`config.mk`:
```
export PLATFORM = sky130hd
export DESIGN_NAME = urxd_byte_flat
export DESIGN_NICKNAME = d
export VERILOG_FILES = /design/src/rtl/uart_pkg.sv /design/src/rtl/urxd_byte_if.sv /design/src/rtl/urx_sync.sv /design/src/rtl/urxd_byte.sv /design/src/flat_wrapper.sv
export SDC_FILE = /design/constraint.sdc
export NUM_CORES = 1
export LEC_CHECK = 0
export ABC_AREA = 1
export BUFFER_PORTS_ARGS = -buffer_cell sky130_fd_sc_hd__buf_2
export CAP_MARGIN = 0
export CORE_UTILIZATION = 50
export CTS_CLUSTER_DIAMETER = 30
export CTS_CLUSTER_SIZE = 40
export DETAILED_ROUTE_END_ITERATION = 10
export PLACE_DENSITY = 0.68
export SKIP_CTS_REPAIR_TIMING = 1
export SLEW_MARGIN = 20
export SYNTH_ARGS = -nofsm -noshare
export SYNTH_HDL_FRONTEND = slang
export SYNTH_SLANG_ARGS = --single-unit
```
`constraint.sdc`:
```
create_clock -name clk -period 2.1 [get_ports clk]
set_input_delay 0.63 -clock clk [delete_from_list [all_inputs] [get_ports clk]]
set_output_delay 0.63 -clock clk [all_outputs]
set_load 0.01 [all_outputs]
```
`src/rtl/uart_pkg.sv`:
```
// Constants shared by the UART transmitter and receiver.
package uart_pkg;

  localparam int unsigned FCLK_DEFAULT = 50000000;
  localparam int unsigned FBIT_DEFAULT = 115200;

  // Frame layout: start bit (index 0), N_DATA data bits, stop bit at index CB_STOP.
  localparam int unsigned N_DATA  = 8;
  localparam logic [3:0]  CB_STOP = 4'd9;

  // Clocks per bit interval.
  function automatic int unsigned clks_per_bit(input int unsigned fclk, input int unsigned fbit);
    return fclk / fbit;
  endfunction

endpackage

```
`src/rtl/urxd_byte_if.sv`:
```
// Serial line plus receiver status/data outputs.
interface urxd_byte_if;

  logic       RXD;
  logic       en_rx_byte;
  logic [3:0] cb_bit;
  logic       ce_bit;
  logic [7:0] dat;
  logic       ok_rx;
  logic       err_frame;

  // Line driver / byte consumer side.
  modport master (
    output RXD,
    input  en_rx_byte, cb_bit, ce_bit, dat, ok_rx, err_frame
  );

  // Receiver side.
  modport slave (
    input  RXD,
    output en_rx_byte, cb_bit, ce_bit, dat, ok_rx, err_frame
  );

endinterface

```
`src/rtl/urx_sync.sv`:
```
// Two-flop synchroniser for an asynchronous, idle-high input, plus a history
// flop that yields a one-cycle falling-edge indication.
module urx_sync (
  input  logic clk,
  input  logic rst,
  input  logic d_i,
  output logic q_o,
  output logic fall_o
);

  logic rx_m_q, rx_s_q, rx_d_q;

  // Synchroniser chain; all stages reset to the idle level.
  always_ff @(posedge clk) begin
    if (rst) begin
      rx_m_q <= 1'b1;
      rx_s_q <= 1'b1;
      rx_d_q <= 1'b1;
    end else begin
      rx_m_q <= d_i;
      rx_s_q <= rx_m_q;
      rx_d_q <= rx_s_q;
    end
  end

  assign q_o    = rx_s_q;
  assign fall_o = rx_d_q & ~rx_s_q;

endmodule

```
`src/rtl/urxd_byte.sv`:
```
// UART byte receiver: 1 start, 8 data (LSB first), 1 stop bit, mid-bit sampling.
// Control state is just en_rx_byte plus the bit index; Nt = Fclk/Fbit must be >= 4.
module urxd_byte
  import uart_pkg::*;
#(
  parameter int unsigned Fclk = FCLK_DEFAULT,
  parameter int unsigned Fbit = FBIT_DEFAULT
) (
  input  logic        clk,
  input  logic        rst,
  urxd_byte_if.slave  bus
);

  localparam int unsigned Nt     = clks_per_bit(Fclk, Fbit);
  localparam int unsigned NtHalf = Nt / 2;

  logic              rx_s;
  logic              rx_fall;
  logic              start;
  logic              ce_tact;
  logic              ce_bit;

  logic              en_q, en_d;
  logic [3:0]        cb_bit_q, cb_bit_d;
  logic [31:0]       cb_tact_q, cb_tact_d;
  logic [N_DATA-1:0] sr_q, sr_d;
  logic [7:0]        dat_q, dat_d;
  logic              ok_q, ok_d;
  logic              err_q, err_d;

  urx_sync u_sync (
    .clk    (clk),
    .rst    (rst),
    .d_i    (bus.RXD),
    .q_o    (rx_s),
    .fall_o (rx_fall)
  );

  assign start   = rx_fall & ~en_q;
  assign ce_tact = (cb_tact_q == Nt);
  assign ce_bit  = en_q & (cb_tact_q == NtHalf);

  // Next-state for the bit timer, bit index, shift register and strobes.
  always_comb begin
    en_d      = en_q;
    cb_bit_d  = cb_bit_q;
    cb_tact_d = cb_tact_q;
    sr_d      = sr_q;
    dat_d     = dat_q;
    ok_d      = 1'b0;
    err_d     = 1'b0;

    if (start) begin
      en_d      = 1'b1;
      cb_tact_d = 32'd1;
      cb_bit_d  = 4'd0;
    end else if (en_q) begin
      cb_tact_d = ce_tact ? 32'd1 : cb_tact_q + 32'd1;
      if (ce_tact) begin
        cb_bit_d = cb_bit_q + 4'd1;
      end
      // ce_bit and ce_tact never coincide since NtHalf < Nt.
      if (ce_bit) begin
        if (cb_bit_q == 4'd0) begin
          // Line back high mid start bit: treat as a glitch and drop the frame.
          if (rx_s) begin
            en_d      = 1'b0;
            cb_bit_d  = 4'd0;
            cb_tact_d = 32'd0;
          end
        end else if (cb_bit_q <= 4'(N_DATA)) begin
          sr_d = {rx_s, sr_q[N_DATA-1:1]};
        end else begin
          // Stop bit: finish at its sample point so a following start is not missed.
          if (rx_s) begin
            dat_d = sr_q;
            ok_d  = 1'b1;
          end else begin
            err_d = 1'b1;
          end
          en_d      = 1'b0;
          cb_bit_d  = 4'd0;
          cb_tact_d = 32'd0;
        end
      end
    end
  end

  // State registers with synchronous reset.
  always_ff @(posedge clk) begin
    if (rst) begin
      en_q      <= 1'b0;
      cb_bit_q  <= 4'd0;
      cb_tact_q <= 32'd0;
      sr_q      <= '0;
      dat_q     <= 8'h00;
      ok_q      <= 1'b0;
      err_q     <= 1'b0;
    end else begin
      en_q      <= en_d;
      cb_bit_q  <= cb_bit_d;
      cb_tact_q <= cb_tact_d;
      sr_q      <= sr_d;
      dat_q     <= dat_d;
      ok_q      <= ok_d;
      err_q     <= err_d;
    end
  end

  assign bus.en_rx_byte = en_q;
  assign bus.cb_bit     = cb_bit_q;
  assign bus.ce_bit     = ce_bit;
  assign bus.dat        = dat_q;
  assign bus.ok_rx      = ok_q;
  assign bus.err_frame  = err_q;

endmodule

```
`src/flat_wrapper.sv`:
```
// flat-port wrapper written by rule: the top's interface ports become plain ports
module urxd_byte_flat import uart_pkg::*;
#(
  parameter int unsigned Fclk = FCLK_DEFAULT,
  parameter int unsigned Fbit = FBIT_DEFAULT
)
  (clk, rst, bus_RXD, bus_en_rx_byte, bus_cb_bit, bus_ce_bit, bus_dat, bus_ok_rx, bus_err_frame);
  urxd_byte_if bus_i ();
  input  logic clk;
  input  logic rst;
  input wire logic [$bits(bus_i.RXD)-1:0] bus_RXD;
  output wire logic [$bits(bus_i.en_rx_byte)-1:0] bus_en_rx_byte;
  output wire logic [$bits(bus_i.cb_bit)-1:0] bus_cb_bit;
  output wire logic [$bits(bus_i.ce_bit)-1:0] bus_ce_bit;
  output wire logic [$bits(bus_i.dat)-1:0] bus_dat;
  output wire logic [$bits(bus_i.ok_rx)-1:0] bus_ok_rx;
  output wire logic [$bits(bus_i.err_frame)-1:0] bus_err_frame;
  assign bus_i.RXD = bus_RXD;
  assign bus_en_rx_byte = bus_i.en_rx_byte;
  assign bus_cb_bit = bus_i.cb_bit;
  assign bus_ce_bit = bus_i.ce_bit;
  assign bus_dat = bus_i.dat;
  assign bus_ok_rx = bus_i.ok_rx;
  assign bus_err_frame = bus_i.err_frame;
  urxd_byte #(.Fclk(Fclk), .Fbit(Fbit)) u_core (.clk(clk), .rst(rst), .bus(bus_i));
endmodule
```
==> results.md <==
* Gr ovfl total at 0
* Pin count of the biggest net entering global routing at 27
* Flops & latches, synth at 58
* Avg Inst Size Synth at 6.52 um^2
* Final hold vios at 0
* DP Area at 0.00342 mm^2
* Final HPWL DP at 5.50 mm
* Slew headroom at 69.0%
* DR iter-0 viols at 218
* Drt wl/cell at 13.0 um
* Yosys Warn Count at 0
* Synth cell types at 31
* Die X-Extent at 82.5 um
* Clock-pin slew on the worst setup and hold paths at 70 ps
* Skew final at 9.30 ps
* First-pass GRT wire length at 12.8 mm
* Reg2reg start: u_core.cb_tact_q[25]$_SDFFE_PP0P_
* Area Overhead vs Synth at 15.2%
* Final period utilization at 104%
* Via/cell ratio at 5.23
* Max Fanout on Critical Path at 5
* RSZ-0062 raised after global routing: true
* Setup_tns at -78.4 ps
* Final instance area at 0.00373 mm^2
* Number of cells on the worst hold path at 1
* Mapped cell area at 0.00324 mm^2
* Initial Util at 53.2%
* ANT nets after route at 0
* GRT Total Usage at 24.7%
* P_leak at 1.56 nW
* DR pass1 iterations at 5
* FMAX at 0.459 GHz
* Core Region at 0.00610 mm^2
* Io pins at 19
* CTS H-tree depth at 3
* Failing checks: negative setup slack
* Layout cell share with drive strength beyond 1 at 18.9%
* WHS at 414 ps
* Via count at 3182
* Peak VDD IR at 601 uV
* Final design utilization at 61.2%
* Num CTS Buffers at 9
* R2r worst-path depth at 13
* Antenna violations before repair at 0
* Fillers at 601
* Post-Syn Nets at 505
* Worst path arrival time at 1550 ps
* Worst-case clock buffer depth at 2
* Critical Path End Type: primary output
* Residual DRC at 0
* CP Class: flip-flop to primary output
* Post-synthesis instance total at 497
* Post-synthesis sequential area ratio at 35.8%
* Hold_sp: u_core.u_sync.rx_m_q$_SDFF_PP1_
* Sink Count at 58
* CP cell instances: inv_4 -> ha_4 -> nand2_4 -> nor2_4 -> nand2_2 -> nor2_4 -> nand2_2 -> inv_2 -> buf_6
* CTS Root Cell: clkbuf_8
* Run status: complete, but fails checks
* Die ar. at 0.00681 mm^2
* # nets final at 536
* Skew-Pair Late Insertion Delay at 340 ps
* Largest stage delay, worst path at 370 ps
* Final setup fails at 1
* Setup crit start kind: flip-flop
* CP max-delay cell: dfxtp_4
* Worst R2R Setup Slack at 210 ps
* Worst-Margin Slew at 453 ps
* FP Rows at 28
* Diode count at 0
* Crit path time final at 2180 ps
* Hold Path Class: flip-flop to flip-flop
* Worst setup margin at -78.4 ps
* Drt total wl at 7.89 mm
* RR Endpoint: u_core.bus.cb_bit[2]$_SDFFE_PP0P_
* Routability cong. at 0.901
* CP required at 1470 ps
* Total power divided by cell area at 607 mW/mm^2
* Number of global-route vias before repair at 2903
* Max-cap violations at 0
* CTS tree: built
* Min-Delay Endpoint: u_core.u_sync.q_o$_SDFF_PP1_
* I/O Buffers at 18
* Fin. max-slew vios at 0
* Chip Height at 82.5 um
cell usage after synthesis:
library cell / instances / share of area [%]
a21oi_1: 50 / 7.7
o21ai_1: 4 / 0.62
xor2_1: 12 / 3.2
o21ai_0: 20 / 3.1
and3_1: 1 / 0.19
nand3_2: 1 / 0.31
nor2_8: 1 / 0.62
o21ai_2: 1 / 0.27
inv_2: 11 / 1.3
nand4_1: 8 / 1.5
ha_1: 5 / 1.9
nand3_1: 42 / 6.5
nand2_4: 2 / 0.69
buf_2: 1 / 0.15
nor2_1: 38 / 4.4
buf_6: 3 / 1.0
a2111oi_0: 1 / 0.27
nand2_2: 5 / 0.97
inv_1: 61 / 7.1
nor2_4: 3 / 1.0
nor3_2: 1 / 0.31
buf_1: 1 / 0.12
nor4_1: 1 / 0.19
nor3_1: 14 / 2.2
nand3b_1: 2 / 0.46
nand2_1: 135 / 16
or2_2: 2 / 0.39
clkbuf_1: 7 / 0.81
dfxtp_1: 58 / 36
o22ai_1: 1 / 0.19
nor2_2: 5 / 0.97
state kept, by name, indices dropped and copies added, names as in the netlist:
| name | cells |
|---|---|
| u_core.sr_q | 8 |
| u_core.u_sync.q_o | 1 |
| u_core.bus.err_frame | 1 |
| u_core.u_sync.rx_d_q | 1 |
| u_core.bus.en_rx_byte | 1 |
| u_core.cb_tact_q | 32 |
| u_core.bus.dat | 8 |
| u_core.u_sync.rx_m_q | 1 |
| u_core.bus.cb_bit | 4 |
| u_core.bus.ok_rx | 1 |
critical path: cells and delay by family, from the launching register on:
family | cells | cell delay, ps
and+or+nand+nor | 5 | 460
buffers and inverters | 3 | 240
adders and majority gates | 1 | 120
DFF | 1 | 370
cell type report:
cell class,count,area [um^2],share of cell area (%)
sequential,58,1170,31.4
tap,75,93.8,2.51
timing repair buffer,32,201,5.40
clock buffer,9,124,3.32
multi-input combinational,355,1790,48.0
inverter,72,273,7.31
clock inverter,7,78.8,2.11
metal layers:
layer | part of all wire [%] | GRT usage, % | vias to the layer above
met3 | 5.2 | 4.84 | 20
met2 | 45 | 39.2 | 96
met4 | 2.5 | 11.9 | 0
met1 | 47 | 32.1 | 1418
met5 | 0 | 0 | -
li1 | - | - | 1648
layout by cell type (no fill, tap or decap), types with 5 or more instances in the layout:
cell type,synthesis,layout
nand3_1,42,42
xor2_1,12,12
nand2_2,5,7
nand4_1,8,8
nand2_1,135,132
buf_4,0,14
nor2_2,5,6
nor2_4,3,6
o21ai_0,20,20
inv_2,11,17
nor3_1,14,14
nor2_1,38,34
clkbuf_8,0,9
a21oi_1,50,50
dfxtp_1,58,52
dfxtp_2,0,5
buf_2,1,17
inv_1,61,54
metrics by stage:
| step | std cells | setup WS, ps | total power [mW] |
|---|---|---|---|
| final | 608 | -78.4 | 2.26 |
| after global routing | 608 | -156 | 2.33 |
| after CTS | 603 | -219 | 2.27 |
| after detailed placement | 587 | 187 | 1.22 |
| after global placement | 587 | 225 | 1.22 |
| after floorplan | 497 | 375 | 1.19 |
power by group:
group	switching (mW)	internal, mW
clock network	0.510	0.555
logic	0.0647	0.0254
registers	0.00568	1.10
cells by family after synthesis:
family          synth area share, %
fa+ha+maj                      1.93
simple gates                   36.4
xor+xnor                       3.24
compound gates                 12.2
buf+inv                        10.5
flops                          35.8
how the worst max path moves through the flow:
| stage | from | endpoint | slack, ps | cells after the start |
|---|---|---|---|---|
| final | u_core.cb_tact_q[1]$_SDFFE_PP0P_ | bus_ce_bit | -80 | 9 |
| after global routing | u_core.cb_tact_q[1]$_SDFFE_PP0P_ | bus_ce_bit | -160 | 9 |
| after CTS | u_core.cb_tact_q[0]$_SDFFE_PP0P_ | bus_ce_bit | -220 | 8 |
| after detailed placement | u_core.cb_tact_q[0]$_SDFFE_PP0P_ | bus_ce_bit | 190 | 8 |
| after global placement | u_core.cb_tact_q[0]$_SDFFE_PP0P_ | bus_ce_bit | 220 | 8 |
| after floorplan | u_core.bus.en_rx_byte$_SDFF_PP0_ | bus_ce_bit | 370 | 7 |
(Power assumes the default switching activity.)
